`src/rtl/modbus_tx_sequencer.sv`:
```
// Builds one Modbus RTU response frame, appends a bit-serial CRC-16/MODBUS and feeds the bytes to uart_byte_tx.
// After the last byte it holds the 3.5-character silence, then pulses done (and err if a byte timed out).
module modbus_tx_sequencer #(
  parameter int         CLK_FREQ   = 50000000,
  parameter int         BAUD_RATE  = 115200,
  parameter logic [7:0] SLAVE_ADDR = 8'h01
) (
  input  logic        clk_in,
  input  logic        rst_in,
  input  logic        req,
  input  logic [1:0]  rsp_type,
  input  logic [7:0]  func_code,
  input  logic [15:0] reg_addr,
  input  logic [15:0] reg_data,
  input  logic [7:0]  exc_code,
  output logic        busy,
  output logic        done,
  output logic        err,
  output logic        tx_start,
  output logic [7:0]  tx_data,
  input  logic        tx_done
);

  localparam int BIT_CYC = CLK_FREQ / BAUD_RATE;
  localparam int GAP_CYC = BIT_CYC * 39;
  localparam int TO_CYC  = BIT_CYC * 16;
  localparam int CW      = $clog2(GAP_CYC + 1);
  localparam logic [CW-1:0] GAP_END = CW'(GAP_CYC);
  localparam logic [CW-1:0] TO_END  = CW'(TO_CYC - 1);

  typedef enum logic [2:0] {IDLE, CRC, LOAD, WAIT, GAP} state_t;

  state_t          state, state_nxt;
  logic [7:0]      frame [8];
  logic [3:0]      len;
  logic [3:0]      len_m2;
  logic [2:0]      idx;
  logic [5:0]      bit_cnt;
  logic [15:0]     crc;
  logic [15:0]     crc_nxt;
  logic [CW-1:0]   cnt;
  logic            err_flag;
  logic            cur_bit;
  logic            crc_end;
  logic            last_byte;
  logic            timeout;
  logic            gap_end;

  assign len_m2    = len - 4'd2;
  assign cur_bit   = frame[bit_cnt[5:3]][bit_cnt[2:0]];
  assign crc_nxt   = {1'b0, crc[15:1]} ^ ((crc[0] ^ cur_bit) ? 16'hA001 : 16'h0000);
  assign crc_end   = (bit_cnt == {len_m2[2:0], 3'b000});
  assign last_byte = ({1'b0, idx} == (len - 4'd1));
  assign timeout   = (cnt == TO_END);
  assign gap_end   = (cnt == GAP_END);

  always_ff @(posedge clk_in) begin
    if (rst_in) state <= IDLE;
    else        state <= state_nxt;
  end

  always_comb begin
    state_nxt = state;
    busy      = 1'b0;
    done      = 1'b0;
    err       = 1'b0;
    tx_start  = 1'b0;
    case (state)
      IDLE: if (req) state_nxt = CRC;
      CRC: begin
        busy = 1'b1;
        if (crc_end) state_nxt = LOAD;
      end
      LOAD: begin
        busy      = 1'b1;
        tx_start  = 1'b1;
        state_nxt = WAIT;
      end
      WAIT: begin
        busy = 1'b1;
        if (tx_done)      state_nxt = last_byte ? GAP : LOAD;
        else if (timeout) state_nxt = GAP;
      end
      GAP: begin
        if (gap_end) begin
          done      = 1'b1;
          err       = err_flag;
          state_nxt = IDLE;
        end else begin
          busy = 1'b1;
        end
      end
      default: state_nxt = IDLE;
    endcase
  end

  always_ff @(posedge clk_in) begin
    if (rst_in) begin
      for (int k = 0; k < 8; k++) frame[k] <= 8'h00;
      len      <= 4'd5;
      idx      <= 3'd0;
      bit_cnt  <= 6'd0;
      crc      <= 16'hFFFF;
      cnt      <= '0;
      err_flag <= 1'b0;
      tx_data  <= 8'h00;
    end else begin
      case (state)
        IDLE: begin
          if (req) begin
            crc      <= 16'hFFFF;
            idx      <= 3'd0;
            bit_cnt  <= 6'd0;
            err_flag <= 1'b0;
            frame[0] <= SLAVE_ADDR;
            case (rsp_type)
              2'd0: begin
                frame[1] <= 8'h03;
                frame[2] <= 8'h02;
                frame[3] <= reg_data[15:8];
                frame[4] <= reg_data[7:0];
                len      <= 4'd7;
              end
              2'd1: begin
                frame[1] <= 8'h06;
                frame[2] <= reg_addr[15:8];
                frame[3] <= reg_addr[7:0];
                frame[4] <= reg_data[15:8];
                frame[5] <= reg_data[7:0];
                len      <= 4'd8;
              end
              default: begin
                frame[1] <= func_code | 8'h80;
                frame[2] <= exc_code;
                len      <= 4'd5;
              end
            endcase
          end
        end
        CRC: begin
          // one message bit per cycle, LSB first; the two tail slots receive the CRC
          if (crc_end) begin
            frame[len_m2[2:0]]        <= crc[7:0];
            frame[len_m2[2:0] + 3'd1] <= crc[15:8];
            tx_data                   <= frame[0];
          end else begin
            crc     <= crc_nxt;
            bit_cnt <= bit_cnt + 6'd1;
          end
        end
        LOAD: cnt <= '0;
        WAIT: begin
          if (tx_done) begin
            cnt <= '0;
            if (!last_byte) begin
              idx     <= idx + 3'd1;
              tx_data <= frame[idx + 3'd1];
            end
          end else if (timeout) begin
            cnt      <= '0;
            err_flag <= 1'b1;
          end else begin
            cnt <= cnt + CW'(1);
          end
        end
        GAP: if (!gap_end) cnt <= cnt + CW'(1);
        default: ;
      endcase
    end
  end

endmodule

```
`config.mk`:
```
export PLATFORM = sky130hd
export DESIGN_NAME = modbus_tx_sequencer
export DESIGN_NICKNAME = d
export VERILOG_FILES = /design/src/rtl/modbus_tx_sequencer.sv
export SDC_FILE = /design/constraint.sdc
export NUM_CORES = 1
export LEC_CHECK = 0
export BUFFER_PORTS_ARGS = -buffer_cell sky130_fd_sc_hd__clkbuf_2
export CORE_ASPECT_RATIO = 0.5
export CORE_MARGIN = 1
export CORE_UTILIZATION = 55
export DETAILED_ROUTE_END_ITERATION = 6
export PLACE_DENSITY = 0.75
export SLEW_MARGIN = 20
export SYNTH_ARGS = -nofsm -noshare
export SYNTH_HDL_FRONTEND = slang
export SYNTH_SLANG_ARGS = --single-unit
```
`constraint.sdc`:
```
create_clock -name clk_in -period 8.45 [get_ports clk_in]
set_input_delay 1.69 -clock clk_in [delete_from_list [all_inputs] [get_ports clk_in]]
set_output_delay 1.69 -clock clk_in [all_outputs]
set_load 0.005 [all_outputs]
```
==> summary.md, run 1 <==
| Metric | Value |
|---|---|
| CTS resizes | 0 |
| Cell Area, Synth | 0.007181 mm2 |
| Tightest Hold Check Type | reg -> reg |
| GRT Overall Usage | 31.27% |
| Status | completed |
| CP required | 8520 ps |
| # IOs | 66 |
| Final Hold Viols | 0 |
| Initial Utilization | 56.54% |
| Die Wd | 163.6 um |
| Largest net degree at the start of global routing | 36 |
| VDD IR max | 0.1576 mV |
| Setup crit start kind | flop |
| Post-CTS setup buffers | 0 |
| Die area | 0.01354 mm2 |
| DR DRC count | 0 |
| CTS max path bufs | 2 |
| Core Rows | 29 |
| Main synth FF type | edfxtp_1 |
| Post-synthesis average cell area | 10.42 um2 |
| WL per Instance | 22.52 um |
| Arr. time, crit path | 5020 ps |
| F_max | 201.9 MHz |
| Tcrit/Tclk final | 58.62% |
| TNS Setup | 0 ps |
| Setup crit end kind | flop |
| Synth area leaders | edfxtp_1 (27%), dfxtp_1 (16%), mux4_2 (7.5%) |
| Slowest stage delay, CP | 990 ps |
| Syn_nets | 754 |
| Post-layout util | 63.61% |
| Max-cap violations | 0 |
| Vias | 5938 |
| Count leader, synth | nor2_1 |
| Vias in the first global route | 5343 |
| FFs w/ async S/R, synth | 0% |
| Clock root buffer | clkbuf_16 |
| Hold_buf cts | 0 |
| DP Wirelength | 14430 um |
| Drt initial violations | 588 |
| Cell area power density | 199.0 mW/mm2 |
| Synth warn | 0 |
| FILL cells | 978 |
| # nets final | 785 |
| Die Ht | 82.80 um |
| Area delta synth->final | 12.49% |
| Post-route antenna net violation count | 0 |
| Tightest Pin Transition | 1094 ps |
| FF+latch area | 0.003083 mm2 |
| Area of the multi-input gates | 0.003755 mm2 |
| CTS tree | yes |
| First-pass GRT wire length | 30710 um |
| Num CTS Buffers | 17 |
| Slew Limit Fails | 0 |
| Cells after Synth | 689 |
| Slowest CP cell | nor2_2 |
| Core footprint | 0.01270 mm2 |
| DR vias/cell | 6.576 |
| FF+latch count, synth | 122 |
| Netlist cell types | 66 |
| PortBufs | 64 |
| Initial antenna violation count | 0 |
| EDFF count, synth | 64 |
| Gr ovfl total | 0 |
| GP Congestion | 0.9087 |
| Deepest level of the CTS H-tree | 4 |
| Worst-path maximum fanout | 26 |
| Commonest cells in the netlist | nor2_1 (93), edfxtp_1 (64), dfxtp_1 (58) |
| Final setup vio count | 0 |
| Clock Latency Late Sink | 430 ps |
| RSZ-0062 raised after global routing | no |
| Min Tclk post-route | 4954 ps |
| Slew HR | 26.79% |
| Type of the worst setup path | reg -> reg |
| DRT Pass-1 Iters | 6 |
| Fin Clk Skew | 14.47 ps |
| Register area share after synthesis | 42.93% |
| Clock transition at path regs | 60 ps |
| Total Wirelength | 20340 um |
| Pleak | 3.086 nW |
| Synth top area share | 26.76% |
| Num Clock Sinks | 122 |
| Antenna cells | 0 |
| CP Cell Sequence | inv_1, ha_1, xnor2_1, nor4_2, nand4_1, nor2_2, or3_1 |
| Fraction of layout instances using a drive strength above 1 | 21.56% |
| Largest area contributor in the netlist | edfxtp_1 |
-- cells by family after synthesis --
kind of cell             share of synthesized area [%]
AND/OR/NAND/NOR                                  17.89
AO/OA/AOI/OAI                                    13.23
flip-flops                                       42.93
buffers and inverters                            4.827
multiplexers                                     16.45
XOR/XNOR                                         2.753
adder cells (fa/ha/maj)                          1.917
-- critical path: cells and delay by family, from the launching register on --
| kind | cells | cell delay (ps) |
|---|---|---|
| AND/OR/NAND/NOR | 4 | 2570 |
| flip-flops | 1 | 890 |
| adder cells (fa/ha/maj) | 1 | 560 |
| buffers and inverters | 1 | 380 |
| XOR/XNOR | 1 | 190 |
-- where the power goes --
part	leakage, nW	internal, W	switching [W]
sequential	1.14	0.000656	0.0000381
combinational	1.64	0.0000725	0.000104
clock	0.299	0.000431	0.000306
-- cell usage in the layout (no fill, tap or decap), types with 16 or more instances in the layout --
| master | instances |
|---|---|
| nor2_1 | 93 |
| edfxtp_1 | 64 |
| clkbuf_2 | 64 |
| dfxtp_1 | 58 |
| nand2_1 | 51 |
| o21ai_0 | 32 |
| a21oi_1 | 31 |
| mux2i_1 | 25 |
| mux4_2 | 24 |
| nor3_1 | 21 |
| clkbuf_16 | 19 |
| mux2_2 | 16 |
-- sequential cells by signal, indices dropped and copies added, names as in the netlist, named ones only --
name / count
len: 3
err_flag: 1
cnt: 15
bit_cnt: 6
idx: 3
frame: 64
crc: 16
tx_data: 8
state: 3
-- worst paths after layout --
path | to | startpoint | cells past startpoint | slack [ps]
worst min register to register | tx_data[7] | tx_data[7] | 2 | 500
worst max-delay path | frame[2][2] | len[2] | 7 | 3500
worst min-delay path | tx_data[7] | tx_data[7] | 2 | 500
worst max register to register | frame[2][2] | len[2] | 7 | 3500
-- stage by stage --
stage / std cells / hold slack (ps) / instance area [um2] / total power (W) / worst slack, ps
floorplan: 689 / 447.9 / 7181 / 0.0008093 / 4944
global placement: 871 / 469.6 / 7472 / 0.0008685 / 3769
detailed placement: 871 / 483.0 / 7472 / 0.0008761 / 3626
CTS: 903 / 496.5 / 8074 / 0.001602 / 3667
global route: 903 / 505.4 / 8078 / 0.001650 / 3310
finish: 903 / 496.1 / 8078 / 0.001608 / 3496
-- metal layers --
| metal | routed length, um | share of wire (%) | up-vias | track usage (%) |
|---|---|---|---|---|
| li1 | - | - | 2660 | - |
| met1 | 8475 | 42 | 2831 | 41.97 |
| met2 | 8756 | 43 | 397 | 46.40 |
| met3 | 2621 | 13 | 50 | 11.92 |
| met4 | 486 | 2.4 | 0 | 11.02 |
| met5 | 0 | 0 | - | 0 |
-- cell type report --
| cell class | count | area share [%] |
|---|---|---|
| Multi-Input combinational cell | 494 | 46.48 |
| Sequential cell | 122 | 38.17 |
| Inverter | 14 | 0.6506 |
| Clock buffer | 20 | 6.056 |
| Clock inverter | 12 | 1.394 |
| Timing Repair Buffer | 71 | 4.616 |
| Tap cell | 170 | 2.633 |
Power figures use the tool's default switching activity.
==> inputs of run 2 (changes only) <==
Settings changed: CORE_UTILIZATION 55 to 54, PLACE_DENSITY 0.75 to 0.76.
Clock period 8.45 ns to 4.35 ns, I/O delays scaled along.
==> summary.md, run 2 (synthesis results as in run 1) <==
| Metric | Value |
|---|---|
| Status | complete, but fails checks |
| Failing checks | design-rule violations |
| Biggest regs | frame (64), crc (16), cnt (15) |
| F_max | 272.6 MHz (+35%) |
| GP Congestion | 0.9091 (about the same) |
| RSZ-0062 raised after global routing | no |
| Max-cap violations | 0 (unchanged) |
| Worst-path maximum fanout | 17 (-35%) |
| Die area | 0.01379 mm2 (+1.8%) |
| CTS resizes | 0 (unchanged) |
| Initial Utilization | 56.06% (-0.48 points) |
| Tightest Pin Transition | 1063 ps (-31.26 ps) |
| Drt initial violations | 826 (+40%) |
| Slew HR | 28.88% (+2.1 points) |
| DR vias/cell | 6.668 (+1.4%) |
| Clock transition at path regs | 60 ps (about the same) |
| FF+latch area | 0.003083 mm2 (unchanged) |
| Clock Latency Late Sink | 420 ps (about the same) |
| Final Hold Viols | 0 (unchanged) |
| Area of the multi-input gates | 0.003755 mm2 (unchanged) |
| Num Clock Sinks | 122 (unchanged) |
| Pwr Total | 0.003218 W (+100%) |
| Post-CTS setup buffers | 0 (unchanged) |
| Tcrit/Tclk final | 84.32% (+26 points) |
| First-pass GRT wire length | 31800 um (+3.5%) |
| Num CTS Buffers | 17 (unchanged) |
| Hold_buf cts | 0 (unchanged) |
| Die Ht | 83.54 um (+0.90%) |
| # nets final | 792 (+0.89%) |
| DP Wirelength | 14470 um (+0.26%) |
| Largest net degree at the start of global routing | 27 (-25%) |
| FILL cells | 987 (+0.92%) |
| Slew Limit Fails | 0 (unchanged) |
| Type of the worst setup path | reg -> reg |
| Vias in the first global route | 5705 (+6.8%) |
| Fraction of layout instances using a drive strength above 1 | 21.89% (+0.34 points) |
| GRT Overall Usage | 31.31% (+0.032 points) |
| Total Wirelength | 21120 um (+3.8%) |
| Vias | 6068 (+2.2%) |
| Core footprint | 0.01281 mm2 (+0.86%) |
| WL per Instance | 23.21 um (+3.0%) |
| Tightest Hold Check Type | reg -> reg |
| Post-route antenna net violation count | 0 (unchanged) |
| Setup crit start kind | flop |
| Placed cells | 878 (+0.80%) |
| Min Hold Slack | 492.8 ps (-3.311 ps) |
| Area delta synth->final | 13.52% |
| Core Rows | 29 (unchanged) |
| CP required | 4420 ps (-4100 ps) |
| Cell area power density | 394.7 mW/mm2 (+98%) |
| CTS max path bufs | 2 (unchanged) |
| Final Non-Filler Cells | 910 (+0.78%) |
| CTS tree | yes |
| Setup crit end kind | flop |
| Commonest cells after routing, fill and taps aside | nor2_1 (93), edfxtp_1 (64), clkbuf_2 (64) |
| Post-layout util | 63.64% (about the same) |
| Max reg flops | 64 (unchanged) |
| VDD IR max | 0.3448 mV (+120%) |
| Largest register by flop count | frame |
| Fin Clk Skew | 14.36 ps (-0.1142 ps) |
| Clock root buffer | clkbuf_16 |
| Initial antenna violation count | 0 (unchanged) |
| Gr ovfl total | 0 (unchanged) |
| TNS Setup | 0 ps (unchanged) |
| Most common cell after layout, fill and taps aside | nor2_1 |
| DR DRC count | 3 (+3) |
| Deepest level of the CTS H-tree | 4 (unchanged) |
| # IOs | 66 (unchanged) |
| Min Tclk post-route | 3668 ps (-1286 ps) |
| Pleak | 3.116 nW (+0.94%) |
| Die Wd | 165.1 um (+0.91%) |
| Arr. time, crit path | 3740 ps (-1280 ps) |
| DRT Pass-1 Iters | 7 (+1) |
| Antenna cells | 0 (unchanged) |
| PortBufs | 64 (unchanged) |
| Final setup vio count | 0 (unchanged) |
-- run 2: changes by cell type in the layout (fill, tap and decap cells not counted) --
cell,before,now
clkbuf_8,1,0
clkinv_4,3,2
inv_8,3,0
bufinv_16,0,4
clkinvlp_4,0,3
clkinv_1,0,2
inv_6,6,3
clkbuf_16,19,17
clkbuf_1,0,1
buf_4,7,14
-- run 2: worst paths after layout --
| kind | startpoint | end | slack (ps) | depth (start not counted) |
|---|---|---|---|---|
| min | tx_data[6] | tx_data[6] | 490 | 2 |
| min reg2reg | tx_data[6] | tx_data[6] | 490 | 2 |
| max reg2reg | len[1] | frame[3][2] | 680 | 8 |
| max | len[1] | frame[3][2] | 680 | 8 |
-- run 2: area by class of cell --
class	instances	area share, %
inverter	14	0.6447
multi-input combinational	494	46.06
clock inverter	14	2.379
timing repair buffer	78	5.219
clock buffer	18	5.265
tap	170	2.609
sequential	122	37.82
-- run 2: metrics by stage --
stage | area [um2] | setup WS (ps)
floorplan | 7181 | 843.7
global placement | 7525 | 958.5
detailed placement | 7528 | 868.4
CTS | 8152 | 779.4
global route | 8152 | 487.6
finish | 8152 | 681.9
-- run 2: worst max-delay path, cell delays in order (launching register included) --
cell and delay [ps]:
dfxtp_1 470, inv_1 130, ha_1 490, xnor2_1 190
nor4_2 580, nand4_1 150, buf_4 230, or3_1 580
nand3_1 480
-- run 2: routing by layer --
layer | share of wire, % | vias to the layer above | GRT usage (%)
met1 | 40 | 2875 | 43.85
met3 | 14 | 60 | 9.488
met4 | 2.7 | 0 | 11.43
met2 | 43 | 454 | 45.57
met5 | 0 | - | 0
li1 | - | 2679 | -
-- run 2: where the power goes --
part           switching [W]  internal, W
combinational       0.000210     0.000142
sequential         0.0000718      0.00127
clock               0.000558     0.000961
